**src/rtl/inst_feeder.sv**
```systemverilog
// inst_feeder: loads a program over valid/ready, then answers core fetches (1-cycle registered inst),
// pads DRAIN NOPs past the program and halts. INST_FEEDER_RELOAD_EN lets load_valid in HALT restart loading.
module inst_feeder #(
  parameter int DEPTH = 64,
  parameter int AW    = 6,
  parameter int DRAIN = 4
) (
  input  logic          clk,
  input  logic          reset,
  input  logic          load_valid,
  output logic          load_ready,
  input  logic [31:0]   load_data,
  input  logic          load_last,
  input  logic          start,
  input  logic [31:0]   pc,
  output logic [31:0]   inst,
  output logic          pcEn,
  output logic [AW:0]   count,
  output logic          done,
  output logic          err
);

  typedef enum logic [1:0] {S_LOAD, S_READY, S_RUN, S_HALT} state_t;

  localparam logic [AW:0]   CNT_LAST = DEPTH[AW:0] - 1'b1;
  localparam logic [AW+1:0] DRAIN_W  = DRAIN[AW+1:0];

  state_t          state_q, state_d;
  logic [AW-1:0]   wr_ptr_q, wr_ptr_d;
  logic [AW:0]     count_q, count_d;
  logic [31:0]     inst_q, inst_d;
  logic            err_q, err_d;
  logic [31:0]     mem [DEPTH];

  logic [AW-1:0]   idx;
  logic [AW+1:0]   word_addr, drain_lim;
  logic            hi_zero, in_range, halt_hit, load_fire;

  // Low two pc bits are dropped, so a misaligned fetch returns the word containing it.
  assign idx       = pc[AW+1:2];
  assign hi_zero   = (pc[31:AW+2] == '0);
  assign in_range  = hi_zero && ({1'b0, idx} < count_q);
  assign word_addr = {2'b00, idx};
  assign drain_lim = {1'b0, count_q} + DRAIN_W;
  assign halt_hit  = !hi_zero || (word_addr >= drain_lim);
  assign load_fire = (state_q == S_LOAD) && load_valid;

  always_comb begin
    state_d  = state_q;
    wr_ptr_d = wr_ptr_q;
    count_d  = count_q;
    inst_d   = 32'h0;
    err_d    = err_q;
    unique case (state_q)
      S_LOAD: begin
        if (load_valid) begin
          wr_ptr_d = wr_ptr_q + 1'b1;
          count_d  = count_q + 1'b1;
          if (load_last || (count_q == CNT_LAST)) state_d = S_READY;
        end
      end
      S_READY: begin
        if (start) state_d = S_RUN;
      end
      S_RUN: begin
        inst_d = in_range ? mem[idx] : 32'h0;
        if (pc[1:0] != 2'b00) err_d = 1'b1;
        if (halt_hit) state_d = S_HALT;
      end
      S_HALT: begin
`ifdef INST_FEEDER_RELOAD_EN
        // The word offered here only triggers the reload; it is not stored.
        if (load_valid) begin
          state_d  = S_LOAD;
          wr_ptr_d = '0;
          count_d  = '0;
          err_d    = 1'b0;
        end
`endif
      end
      default: state_d = S_LOAD;
    endcase
  end

  always_ff @(posedge clk or negedge reset) begin
    if (!reset) begin
      state_q  <= S_LOAD;
      wr_ptr_q <= '0;
      count_q  <= '0;
      inst_q   <= 32'h0;
      err_q    <= 1'b0;
    end else begin
      state_q  <= state_d;
      wr_ptr_q <= wr_ptr_d;
      count_q  <= count_d;
      inst_q   <= inst_d;
      err_q    <= err_d;
    end
  end

  always_ff @(posedge clk) begin
    if (load_fire) mem[wr_ptr_q] <= load_data;
  end

  assign load_ready = (state_q == S_LOAD);
  assign pcEn       = (state_q == S_RUN);
  assign done       = (state_q == S_HALT);
  assign inst       = inst_q;
  assign count      = count_q;
  assign err        = err_q;

endmodule

```
**config.mk**
```make
export PLATFORM = sky130hd
export DESIGN_NAME = inst_feeder
export DESIGN_NICKNAME = d
export VERILOG_FILES = /design/src/rtl/inst_feeder.sv
export SDC_FILE = /design/constraint.sdc
export NUM_CORES = 2
export LEC_CHECK = 0
export ABC_AREA = 1
export BUFFER_PORTS_ARGS = -buffer_cell sky130_fd_sc_hd__buf_2
export CAP_MARGIN = 5
export CORE_MARGIN = 3
export CORE_UTILIZATION = 35
export CTS_BUF_LIST = sky130_fd_sc_hd__clkbuf_8
export CTS_CLUSTER_DIAMETER = 80
export DETAILED_ROUTE_END_ITERATION = 12
export PLACE_DENSITY_LB_ADDON = 0.05
export SETUP_SLACK_MARGIN = 0.2
export SLEW_MARGIN = 0
export SYNTH_ARGS = -nofsm -noshare
export SYNTH_HDL_FRONTEND = slang
export SYNTH_SLANG_ARGS = --single-unit
```
**constraint.sdc**
```tcl
create_clock -name clk -period 12.4 [get_ports clk]
set_clock_uncertainty 0.1 [all_clocks]
set_input_delay 0 -clock clk [delete_from_list [all_inputs] [get_ports clk]]
set_output_delay 0 -clock clk [all_outputs]
set_load 0.005 [all_outputs]
```
== Yosys cells after proc, flatten, opt, wreduce, memory -nomap -nowiden ==
Memories as Yosys holds them, arrays and structs flattened.
Index checks and enable logic that the tools add are counted.
Widths: inputs -> output; s select.

* Register bits after elaboration: 48
* RAM bits: 2048
* Bits of input ports: 69
* Output and inout bits: 43
* Word-level logic and storage cells: 40
* Memories kept: 1

* Add/sub/neg operators: 3
* Order comparisons: 2
* Equality and inequality tests: 8
* Mux-type cells: 9
* Reduce and logical (&&, ||, !) cells: 12

{| class="wikitable"
|+ Memory list
! memory !! depth !! bits a word !! rd ports !! clocked after memory_dff !! wr ports !! line !! text
|-
| mem || 64 || 32 || 1 || 0 || 1 || 33 || <nowiki>logic [31:0] mem [DEPTH];</nowiki>
|}

{| class="wikitable"
|+ Operators by type and width
! kind !! number
|-
| $mux 32 || 2
|-
| $logic_not 24->1 || 1
|-
| $add 7x3->8 const B || 1
|-
| $ge 6x8->1 || 1
|-
| $mux 2 || 4
|-
| $add 7x1->7 const B || 1
|-
| $eq 7x6->1 const B || 1
|-
| $lt 6x7->1 || 1
|-
| $add 6x1->6 const B || 1
|-
| $pmux 2 s3 || 1
|-
| $reduce_and 5->1 || 1
|-
| $eq 2x2->1 const B || 2
|-
| $ne 2x1->1 const B || 2
|-
| $ne 2x2->1 const B || 2
|-
| $reduce_and 2->1 || 2
|-
| $reduce_bool 3->1 || 1
|-
| $eq 2x1->1 const B || 1
|-
| $logic_and 1x1->1 || 2
|-
| $logic_not 2->1 || 1
|-
| $logic_or 1x1->1 || 2
|-
| $mux 1 || 2
|-
| $reduce_bool 2->1 || 1
|-
| $logic_not 1->1 || 1
|}

== Longest topological paths before layout ==
* Depth in word-level cells: 5
* Mapped depth: 14
* Depth with buffers taken out: 12

== Worst setup path after synthesis ==
No wires, ideal clock.

* Path type: reg-to-reg
* From: register state_q[0]
* To: memory mem[7][0] (enable)
* Setup time: 0.501 ns
* Arrival time: 4.214 ns
* Data required time: 11.799 ns
* Slack: 7.585 ns
* Stages on the path, launching flop included: 7
* Path buffers: 0
* Path through: dfrtp_1 > inv_1 > ha_1 > nand2_1 > nor2_1 > inv_1 > nor4_1

* Word-level cells in the longest chain between the ends: 4

{| class="wikitable"
|+ RTL lines
! what !! line !! text
|-
| start: declaration || 28 || <nowiki>state_t state_q, state_d;</nowiki>
|-
| start signal: assignment || 93 || <nowiki>state_q <= state_d;</nowiki>
|-
| $logic_not 2->1 || n/a ||
|-
| via load_ready || 11 || <nowiki>output logic load_ready,</nowiki>
|-
| $logic_and 1x1->1 || 46 || <nowiki>assign load_fire = (state_q == S_LOAD) && load_valid;</nowiki>
|-
| $mux 1 || 102 || <nowiki>if (load_fire) mem[wr_ptr_q] <= load_data;</nowiki>
|-
| $mux 1 (not written as such) || 102 ||
|-
| end: declaration || 33 ||
|}

The timed path passes the listed nets, and every way through them passes these cells.

== Final worst setup path ==
* From: input port pc[2]
* To: register inst_q[9] (netlist: inst[9])

* Word-level cells in the longest chain between the ends: 4
* Elaborated cells on any way between the ends: 5
* Classes of those cells: order compare: 1; mux: 2; reduce/logical: 1; memory: 1

{| class="wikitable"
|+ RTL lines
! what !! line !! text
|-
| start: declaration || 15 || <nowiki>input logic [31:0] pc,</nowiki>
|-
| parallel branches: the longest is 2 deep, another holds $mem_v2 64x32 || n/a ||
|-
| $mux 32 (*) || 66 || <nowiki>inst_d = in_range ? mem[idx] : 32'h0;</nowiki>
|-
| $mux 32 (*) || 54 || <nowiki>unique case (state_q)</nowiki>
|-
| via inst_d[9] || 31 || <nowiki>logic [31:0] inst_q, inst_d;</nowiki>
|-
| end signal: assignment || 96 || <nowiki>inst_q <= inst_d;</nowiki>
|-
| end: declaration || 31 ||
|}

Mark *: on every way through the listed nets, which the timed path passes.
A chain may end at the register's enable or synchronous reset.

==> metrics.yaml <==
clocking:
  cts_tree: "built"
  clock_latency_ns: 1.06
  clock_sinks: 2096
  clockBufferDepth: 4
  cts-htree-levels: 5
  path_clk_slew_ns: 0.06
  cts_inserted_buffers: 387
  cts-root-buf: "clkbuf_8"
  cts_hold_buf: 81
  cts-resized-gates: 0
  cts_setup_buffers: 0
synthesis:
  synth_common_cells: "nand2_1, edfxtp_1, nand3_1"
  synthMuxAreaShare: 0
  synth_edf_count: 2048
  synth-seq-cells: 2096
  postSynthAreaPerCell_um2: 12.2
  yosysMostFrequentCell: "nand2_1"
  synth.largest_area_cell: "edfxtp_1"
  ys_seq_area_frac: 0.746
  async_reset_ff_frac: 0.0229
  synth-compound-area-share: 0.000834
  yosysTopAreaCellShare: 0.732
  syn_area_um2: 84100
  synth_area_leaders: "edfxtp_1, nand3_1, nand2_1"
  yosys.area_share.simple: 0.220
  synth_top_family_by_area: "simple AND/OR/NAND/NOR gates"
  postSynthCellCount: 6875
  yosysWarnings: 0
  ys_types: 24
  synth_ff_type: "edfxtp_1"
  synth_nets: 6961
  synth_xor_area_frac: 0.00135
  synth-adder-area-share: 0.00253
power:
  leakagePower_uw: 0.0340
  ir_drop_uv: 103
  power.density_nw_per_um2: 158
cells_and_area:
  fin_cells: 10600
  syn2layout_area_growth_pct: 13.7
  drive_gt1_frac: 0.104
  fin_area_um2: 95600
  layout.nets: 7245
placement:
  gp_congestion: 0.746
  portBuffers: 111
  dp_cells: 9856
  dp.final_hpwl_um: 138000
  postPlaceCellArea_um2: 88000
global_route:
  grt_usage: 0.233
  grt_pass1_vias: 54500
  grt_overflow: 0
  antenna_found_initial: 17
  grt_max_degree: 185
  grt_pass1_wl_um: 412000
critical_path:
  required_ns: 13.26
  critPathKind: "input port to register"
  r2r_slack_ns: 7.94
  slowest_delay_ns: 0.86
  path_buf_inv: 7
  cpMaxStageDelayCell: "buf_4"
  end_kind: "register"
  cpLargestDelayFamily: "buffers and inverters"
  critical_path_peak_fanout: 184
  crit_arrival_ns: 5.95
  critPathMostFrequentCell: "nand3_1"
  cp_cell_sequence: "dlygate4sd3_1 > buf_8 > inv_16 > buf_12 > buf_12 > buf_4 > nand2_1 > nand3_1 > nand3_1 > nand3_1 > nand3_1 > nand3_1 > nand2_1 > dlygate4sd3_1 > nor2_1"
  start_kind: "input port"
floorplan:
  start_util: 0.353
  fp.dieH_um: 496
  ioPinCount: 112
  rows: 179
  die-width_um: 496
  coreArea_um2: 238000
  design.die.area_um2: 246000
sta:
  fmax_mhz: 197
  grt_setup_unrepaired: "no"
  post-route-period-util: 0.410
  hold_viol_final: 0
  worst_slew_pin_slew_ns: 1.22
  setup_viol: 0
  setup_tns_ns: 0
  drv_slew: 0
  period_needed_ns: 5.09
  max-slew-margin-rel: 0.184
drt:
  drtIter0Drc: 4805
  wl_per_cell_um: 27.4
  drtAntennaViolNets: 0
  routed_wl_um: 290000
  drcViolationCount: 0
  vias_per_cell: 5.21
  drt_pass1_iterations: 6
  vias: 55300
run_status:
  status: "finished, final reports clean"
worst_hold_path:
  hold_path_class: "input port to register"
flow_run:
  drv_cap: 0
==> stage by stage <==
stage	setup WS [ns]	util	power [uW]	hold slack [ns]
6_report	7.31	0.401	15100	0.0882
5_1_grt	7.18	0.401	15700	0.0561
4_1_cts	7.61	0.401	15300	0.00216
3_5_place_dp	7.47	0.369	9320	-0.0914
3_3_place_gp	7.55	0.369	9320	-0.0854
2_1_floorplan	7.58	-	8730	-0.396
==> cells by family (layout without fill, tap and decap cells) <==
kind of cell | Yosys count | in the layout
buf+inv | 489 | 1059
flops | 2096 | 2096
compound gates | 13 | 13
other cells | 0 | 6
fa+ha+maj | 17 | 17
xor+xnor | 13 | 13
simple gates | 4247 | 4247
==> flip-flops by register name, indices dropped and copies added (netlist names) <==
signal / flops
count: 7
err: 1
inst: 32
mem: 2048
state_q: 2
wr_ptr_q: 6
==> path summary, 6_finish.rpt <==
path	startpoint	endpoint	cells after the start
hold / removal	load_data[5]	mem[33][5]	3
max in group asynchronous	reset	inst[25]	6
hold reg to reg	state_q[1]	state_q[1]	2
setup reg to reg	state_q[0]	mem[27][3]	7
min in group asynchronous	reset	inst[30]	5
setup / recovery	pc[2]	inst[9]	15
==> worst register-to-register path: stages, from the launching register on <==
cell and delay, ns:
dfrtp_1 0.41, inv_1 0.10, ha_1 0.48, nand2_1 0.34, inv_1 0.36, nand4_1 0.78
nor2_4 0.89, buf_4 0.61
==> metal layers <==
layer	global-route usage	routed length [um]	vias to the layer above
li1	-	-	25200
met1	0.325	131000	28200
met2	0.384	139000	1545
met3	0.0362	15000	377
met4	0.0518	5040	2
met5	0	12	-
==> cell type report <==
cell class / instances / area [um^2]
clock inverter: 272 / 1120
sequential: 2096 / 62700
clock buffer: 403 / 5550
timing repair buffer: 348 / 2700
multi-input combinational: 4290 / 19300
inverter: 36 / 184
antenna: 6 / 15.0
tap: 3167 / 3960
fill: 23000 / 143000
==> power breakdown <==
part           internal [uW]  switching (uW)  total, uW
logic                    304             937       1240
clock network           3000            2880       5880
registers               7900            60.6       7960
total                  11200            3880      15100
==> cells in the final DEF, fill, tap and decap left out, drive strengths merged <==
cell and n:
a21oi 6, buf 268, bufinv 1, clkbuf 404, clkinv 111, clkinvlp 3, dfrtp 48, diode 6
dlygate4sd3 79, edfxtp 2048, ha 17, inv 193, nand2 2121, nand3 1995, nand3b 1, nand4 7
nor2 112, nor3 9, nor4 2, o21ai 5, o21bai 2, xnor2 1, xor2 12
No activity file was read; power rests on OpenSTA's default activity.
